--- config.mk ---
export PLATFORM = sky130hd
export DESIGN_NAME = peak_dbg_ar_master
export DESIGN_NICKNAME = d
export VERILOG_FILES = /design/src/rtl/peak_dbg_ar_master.sv
export SDC_FILE = /design/constraint.sdc
export NUM_CORES = 1
export LEC_CHECK = 0
export CORE_MARGIN = 5
export CORE_UTILIZATION = 42
export DETAILED_ROUTE_END_ITERATION = 10
export PLACE_DENSITY = 0.89
export SLEW_MARGIN = 20
export SYNTH_ARGS = -nofsm -noshare
export SYNTH_HDL_FRONTEND = slang
export SYNTH_SLANG_ARGS = --single-unit
--- constraint.sdc ---
create_clock -name CLK -period 6.52 [get_ports CLK]
set_input_delay 0.978 -clock CLK [delete_from_list [all_inputs] [get_ports CLK]]
set_output_delay 0.978 -clock CLK [all_outputs]
set_load 0.01 [all_outputs]
--- src/rtl/peak_dbg_ar_master.sv ---
// Debug command to register-file access-port master: halts the core, then performs one AR read or write.
// Optional halt-wait timeout is compiled in with `define PEAK_DBG_TIMEOUT_EN.
`timescale 1ns/1ps
module peak_dbg_ar_master #(
  parameter logic [7:0] TIMEOUT = 8'd255
) (
  input  logic        CLK,
  input  logic        RST,
  input  logic        CMD_VALID,
  output logic        CMD_READY,
  input  logic        CMD_WR,
  input  logic [15:0] CMD_ADDR,
  input  logic [31:0] CMD_WDATA,
  output logic        RSP_VALID,
  input  logic        RSP_READY,
  output logic [31:0] RSP_RDATA,
  output logic        RSP_ERR,
  output logic        HALT_REQ,
  input  logic        HALTED,
  output logic        AR_EN,
  output logic        AR_WR,
  output logic [15:0] AR_AD,
  output logic [31:0] AR_DI,
  input  logic [31:0] AR_DO
);

  localparam logic [7:0] REGION = 8'h10;

  typedef enum logic [2:0] {IDLE, HALT, WR, RD0, RD1, RSP} state_e;

  state_e      state_q, state_d;
  logic        wr_q, wr_d;
  logic        cmd_ready_q, cmd_ready_d;
  logic        rsp_valid_q, rsp_valid_d;
  logic [31:0] rsp_rdata_q, rsp_rdata_d;
  logic        rsp_err_q, rsp_err_d;
  logic        halt_req_q, halt_req_d;
  logic        ar_en_q, ar_en_d;
  logic        ar_wr_q, ar_wr_d;
  logic [15:0] ar_ad_q, ar_ad_d;
  logic [31:0] ar_di_q, ar_di_d;
`ifdef PEAK_DBG_TIMEOUT_EN
  logic [7:0]  cnt_q, cnt_d;
`else
  // Without the timeout the limit has no effect; HALT waits for HALTED forever.
  if (TIMEOUT == 8'd0) begin : g_timeout_unused
  end
`endif

  // AR_AD/AR_DI double as the latched command address and write data.
  always_comb begin
    state_d     = state_q;
    wr_d        = wr_q;
    rsp_rdata_d = rsp_rdata_q;
    rsp_err_d   = rsp_err_q;
    halt_req_d  = halt_req_q;
    ar_ad_d     = ar_ad_q;
    ar_di_d     = ar_di_q;
`ifdef PEAK_DBG_TIMEOUT_EN
    cnt_d       = cnt_q;
`endif
    case (state_q)
      IDLE: begin
        if (CMD_VALID && cmd_ready_q) begin
          if (CMD_ADDR[15:8] != REGION) begin
            state_d     = RSP;
            rsp_rdata_d = 32'd0;
            rsp_err_d   = 1'b1;
          end else begin
            state_d    = HALT;
            wr_d       = CMD_WR;
            ar_ad_d    = CMD_ADDR;
            ar_di_d    = CMD_WDATA;
            halt_req_d = 1'b1;
`ifdef PEAK_DBG_TIMEOUT_EN
            cnt_d      = 8'd0;
`endif
          end
        end
      end
      HALT: begin
        if (HALTED) begin
          state_d = wr_q ? WR : RD0;
        end else begin
`ifdef PEAK_DBG_TIMEOUT_EN
          cnt_d = 8'(cnt_q + 8'd1);
          if (cnt_d == TIMEOUT) begin
            state_d     = RSP;
            rsp_rdata_d = 32'd0;
            rsp_err_d   = 1'b1;
          end
`endif
        end
      end
      WR: begin
        state_d     = RSP;
        rsp_rdata_d = 32'd0;
        rsp_err_d   = 1'b0;
      end
      RD0: state_d = RD1;
      RD1: begin
        state_d     = RSP;
        rsp_rdata_d = AR_DO;
        rsp_err_d   = 1'b0;
      end
      RSP: begin
        if (RSP_READY) begin
          state_d    = IDLE;
          halt_req_d = 1'b0;
        end
      end
      default: state_d = IDLE;
    endcase
    // Level outputs follow the next state so they are registered alongside it.
    cmd_ready_d = (state_d == IDLE);
    rsp_valid_d = (state_d == RSP);
    ar_en_d     = (state_d == WR) || (state_d == RD0) || (state_d == RD1);
    ar_wr_d     = (state_d == WR);
  end

  always_ff @(posedge CLK or posedge RST) begin
    if (RST) begin
      state_q     <= IDLE;
      wr_q        <= 1'b0;
      cmd_ready_q <= 1'b0;
      rsp_valid_q <= 1'b0;
      rsp_rdata_q <= 32'd0;
      rsp_err_q   <= 1'b0;
      halt_req_q  <= 1'b0;
      ar_en_q     <= 1'b0;
      ar_wr_q     <= 1'b0;
      ar_ad_q     <= 16'd0;
      ar_di_q     <= 32'd0;
`ifdef PEAK_DBG_TIMEOUT_EN
      cnt_q       <= 8'd0;
`endif
    end else begin
      state_q     <= state_d;
      wr_q        <= wr_d;
      cmd_ready_q <= cmd_ready_d;
      rsp_valid_q <= rsp_valid_d;
      rsp_rdata_q <= rsp_rdata_d;
      rsp_err_q   <= rsp_err_d;
      halt_req_q  <= halt_req_d;
      ar_en_q     <= ar_en_d;
      ar_wr_q     <= ar_wr_d;
      ar_ad_q     <= ar_ad_d;
      ar_di_q     <= ar_di_d;
`ifdef PEAK_DBG_TIMEOUT_EN
      cnt_q       <= cnt_d;
`endif
    end
  end

  assign CMD_READY = cmd_ready_q;
  assign RSP_VALID = rsp_valid_q;
  assign RSP_RDATA = rsp_rdata_q;
  assign RSP_ERR   = rsp_err_q;
  assign HALT_REQ  = halt_req_q;
  assign AR_EN     = ar_en_q;
  assign AR_WR     = ar_wr_q;
  assign AR_AD     = ar_ad_q;
  assign AR_DI     = ar_di_q;

endmodule

==> impl_metrics.csv <==
group,metric,value,unit
synthesis,ys_seq_elements,90,
layout,area_growth_from_synthesis_to_layout,62.8,%
die,fp-row-count,32,
clock_tree,cts_htree_levels,3,
run,maximum_capacitance_violations,0,
layout,layout.cells.most_common_list,"sky130_fd_sc_hd__clkdlybuf4s50_1 (171), sky130_fd_sc_hd__dfrtp_1 (90), sky130_fd_sc_hd__mux2_1 (41)",
die,die_area,9760,um2
clock_tree,postCtsSetupBuffers,0,
global_route,grt_pass1_vias,2689,
synthesis,ys_warn_count,0,
detailed_routing,firstDrtPassIters,4,
worst_setup_path,worst-path-max-fanout,32,
synthesis,ys_seq_area_share,68.0,%
clock_tree,clock-root-buffer,"sky130_fd_sc_hd__clkbuf_8",
sta,period_needed,2.84,ns
die,dieWidth,98.8,um
sta,fin_worst_skew,0.0136,ns
sta,clock.fmax,352,MHz
sta,final_min_period_over_clock_period,43.5,%
worst_setup_path,setup.reg_to_reg.worst_slack,4.45,ns
layout,drive_above_1_share,6.05,%
sta,maxSlewViolCount,0,
placement,port_buffers,171,
sta,final-setup-viol-count,0,
synthesis,synth.avg_cell_area,15.1,um2
die,io_pins,172,
sta,finalWorstSetupSlack,3.68,ns
synthesis,synth_edf_count,0,
detailed_routing,drc,0,
clock_tree,clk-insertion-delay-late,0.35,ns
synthesis,synthesis.instances,219,
worst_setup_path,critPathArrivalTime,3.12,ns
clock_tree,path_clk_slew,0.08,ns
sta,timing.slew.headroom,44.3,%
synthesis,asyncSetResetFlopFracSynth,100,%
die,effective_utilization_at_floorplan,43.1,%
die,coreArea,7690,um2
detailed_routing,final_antenna_net_count,0,
global_route,grt.overflow.total,0,
detailed_routing,drt-total-wl,8.45,mm
worst_setup_path,startpoint_types,"input port",
pwr,irDropWorstVdd,213,uV
detailed_routing,avgRoutedWirePerCell,16.9,um
clock_tree,clock-sinks,90,
worst_hold_path,min_path_type,"reg -> reg",
clock_tree,post_cts_resized,0,
clock_tree,cts_hold_repair.buffers,0,
placement,post_place_worst_slack,3.32,ns
placement,routabilityCongestion,0.720,
global_route,grt_max_degree,91,
sta,number_of_endpoints_with_negative_hold_slack_in_the_final_report,0,
worst_setup_path,cp-end-kind,"flop",
worst_setup_path,path_class,"in -> reg",
global_route,antenna_found_initial,0,
clock_tree,maximum_root_to_sink_buffer_count,2,
global_route,groute.usage.overall,17.7,%
pwr,power_leakage,2.51,nW
pwr,power_per_cell_area,322,nW/um2
detailed_routing,drt-initial-drc-count,67,
layout,antenna_cells,0,
sta,rsz0062_at_grt,"no",
synthesis,syn_area,3310,um2
layout,design.final.nets,478,
detailed_routing,avgViaCountPerCell,4.91,
sta,worst_slew_pin_slew,0.834,ns
global_route,grt_pass1_wl,13.7,mm
synthesis,yosys.cell_types.count,22,
synthesis,synth_top_flop_cell,"sky130_fd_sc_hd__dfrtp_1",
layout,final_common_cell,"sky130_fd_sc_hd__clkdlybuf4s50_1",
die,die_height,98.8,um
placement,hpwlAfterDp,6.21,mm
worst_setup_path,cp_data_required_time,6.80,ns
clock_tree,tritoncts.num_buffers,9,
sta,setup_total_negative_slack,0,ns
detailed_routing,vias,2448,
run_status,result_of_the_run,"completed",
clock_tree,tritoncts,"yes",
synthesis,synth_fp_nets,305,
synthesized netlist by cell type (2+ instances only):
cell type,instances,area share (%)
sky130_fd_sc_hd__a22o_1,32,8.5
sky130_fd_sc_hd__a21oi_1,3,0.45
sky130_fd_sc_hd__mux2_1,41,14
sky130_fd_sc_hd__clkbuf_1,4,0.45
sky130_fd_sc_hd__nand2b_1,4,0.76
sky130_fd_sc_hd__buf_2,8,1.2
sky130_fd_sc_hd__nand2_1,6,0.68
sky130_fd_sc_hd__nor2_1,3,0.34
sky130_fd_sc_hd__o211ai_1,3,0.68
sky130_fd_sc_hd__o21ai_0,2,0.30
sky130_fd_sc_hd__nor3b_1,2,0.45
sky130_fd_sc_hd__inv_1,4,0.45
sky130_fd_sc_hd__and2_1,9,1.7
sky130_fd_sc_hd__dfrtp_1,90,68
power by group:
group | internal, W | switching (W) | total [W]
sequential | 0.000662 | 0.0000779 | 0.000740
combinational | 0.000316 | 0.000224 | 0.000540
clock | 0.000258 | 0.000197 | 0.000455
total | 0.00124 | 0.000499 | 0.00174
through the flow:
stage	cell area, um2	hold WS, ns	cells	util (%)	power [W]
after floorplan	3310	0.472	219	-	0.000989
after global placement	5130	0.457	483	66.8	0.00127
after detailed placement	5140	0.457	483	66.9	0.00129
after CTS	5390	0.482	499	70.1	0.00176
after global routing	5390	0.508	499	70.1	0.00183
final	5390	0.480	499	70.1	0.00174
critical path, stage by stage:
cell	delay, ns
sky130_fd_sc_hd__clkdlybuf4s50_1	0.41
sky130_fd_sc_hd__nor4b_1	0.54
sky130_fd_sc_hd__nand2_1	0.23
sky130_fd_sc_hd__a21boi_4	0.71
sky130_fd_sc_hd__a22o_1	0.24
final cells by class:
cell class / instances / area (um2)
Clock buffer: 9 / 124
Clock inverter: 7 / 124
Fill cell: 576 / 2290
Inverter: 4 / 16.3
Multi-Input combinational cell: 113 / 1010
Sequential cell: 90 / 2250
Tap cell: 102 / 128
Timing Repair Buffer: 174 / 1740
state kept, by name (all words and copies together) (netlist names), 3 cells and up:
| name | count |
|---|---|
| AR_DI | 32 |
| RSP_RDATA | 32 |
| AR_AD | 16 |
| state_q | 3 |
cells by family (layout without fill, tap and decap cells):
| group | count (synthesis) | in the layout | synth area share (%) |
|---|---|---|---|
| DFF | 90 | 90 | 68.0 |
| AOI/OAI and AO/OA | 43 | 43 | 10.6 |
| muxes | 41 | 41 | 13.9 |
| and+or+nand+nor | 29 | 29 | 5.36 |
| buffers and inverters | 16 | 194 | 2.12 |
routing by layer:
layer  vias to the layer above  global-route usage (%)  wire [um]  part of all wire, %
met3                         7                    6.44        687                  8.1
met2                       108                    29.5       4160                   49
met5                         -                       0          0                    0
met4                         0                    4.94         85                  1.0
met1                      1200                    21.9       3520                   42
li1                       1133                       -          -                    -
worst paths after layout:
check | startpoint | endpoint | cells after the start
max | CMD_ADDR[13] | RSP_RDATA[11] | 5
min | AR_AD[12] | AR_AD[12] | 1
max reg2reg | state_q[1] | AR_DI[7] | 4
min reg2reg | AR_AD[12] | AR_AD[12] | 1
max in group asynchronous | RST | AR_DI[18] | 3
min in group asynchronous | RST | AR_DI[9] | 3
No activity file was read; power rests on OpenSTA's default activity.
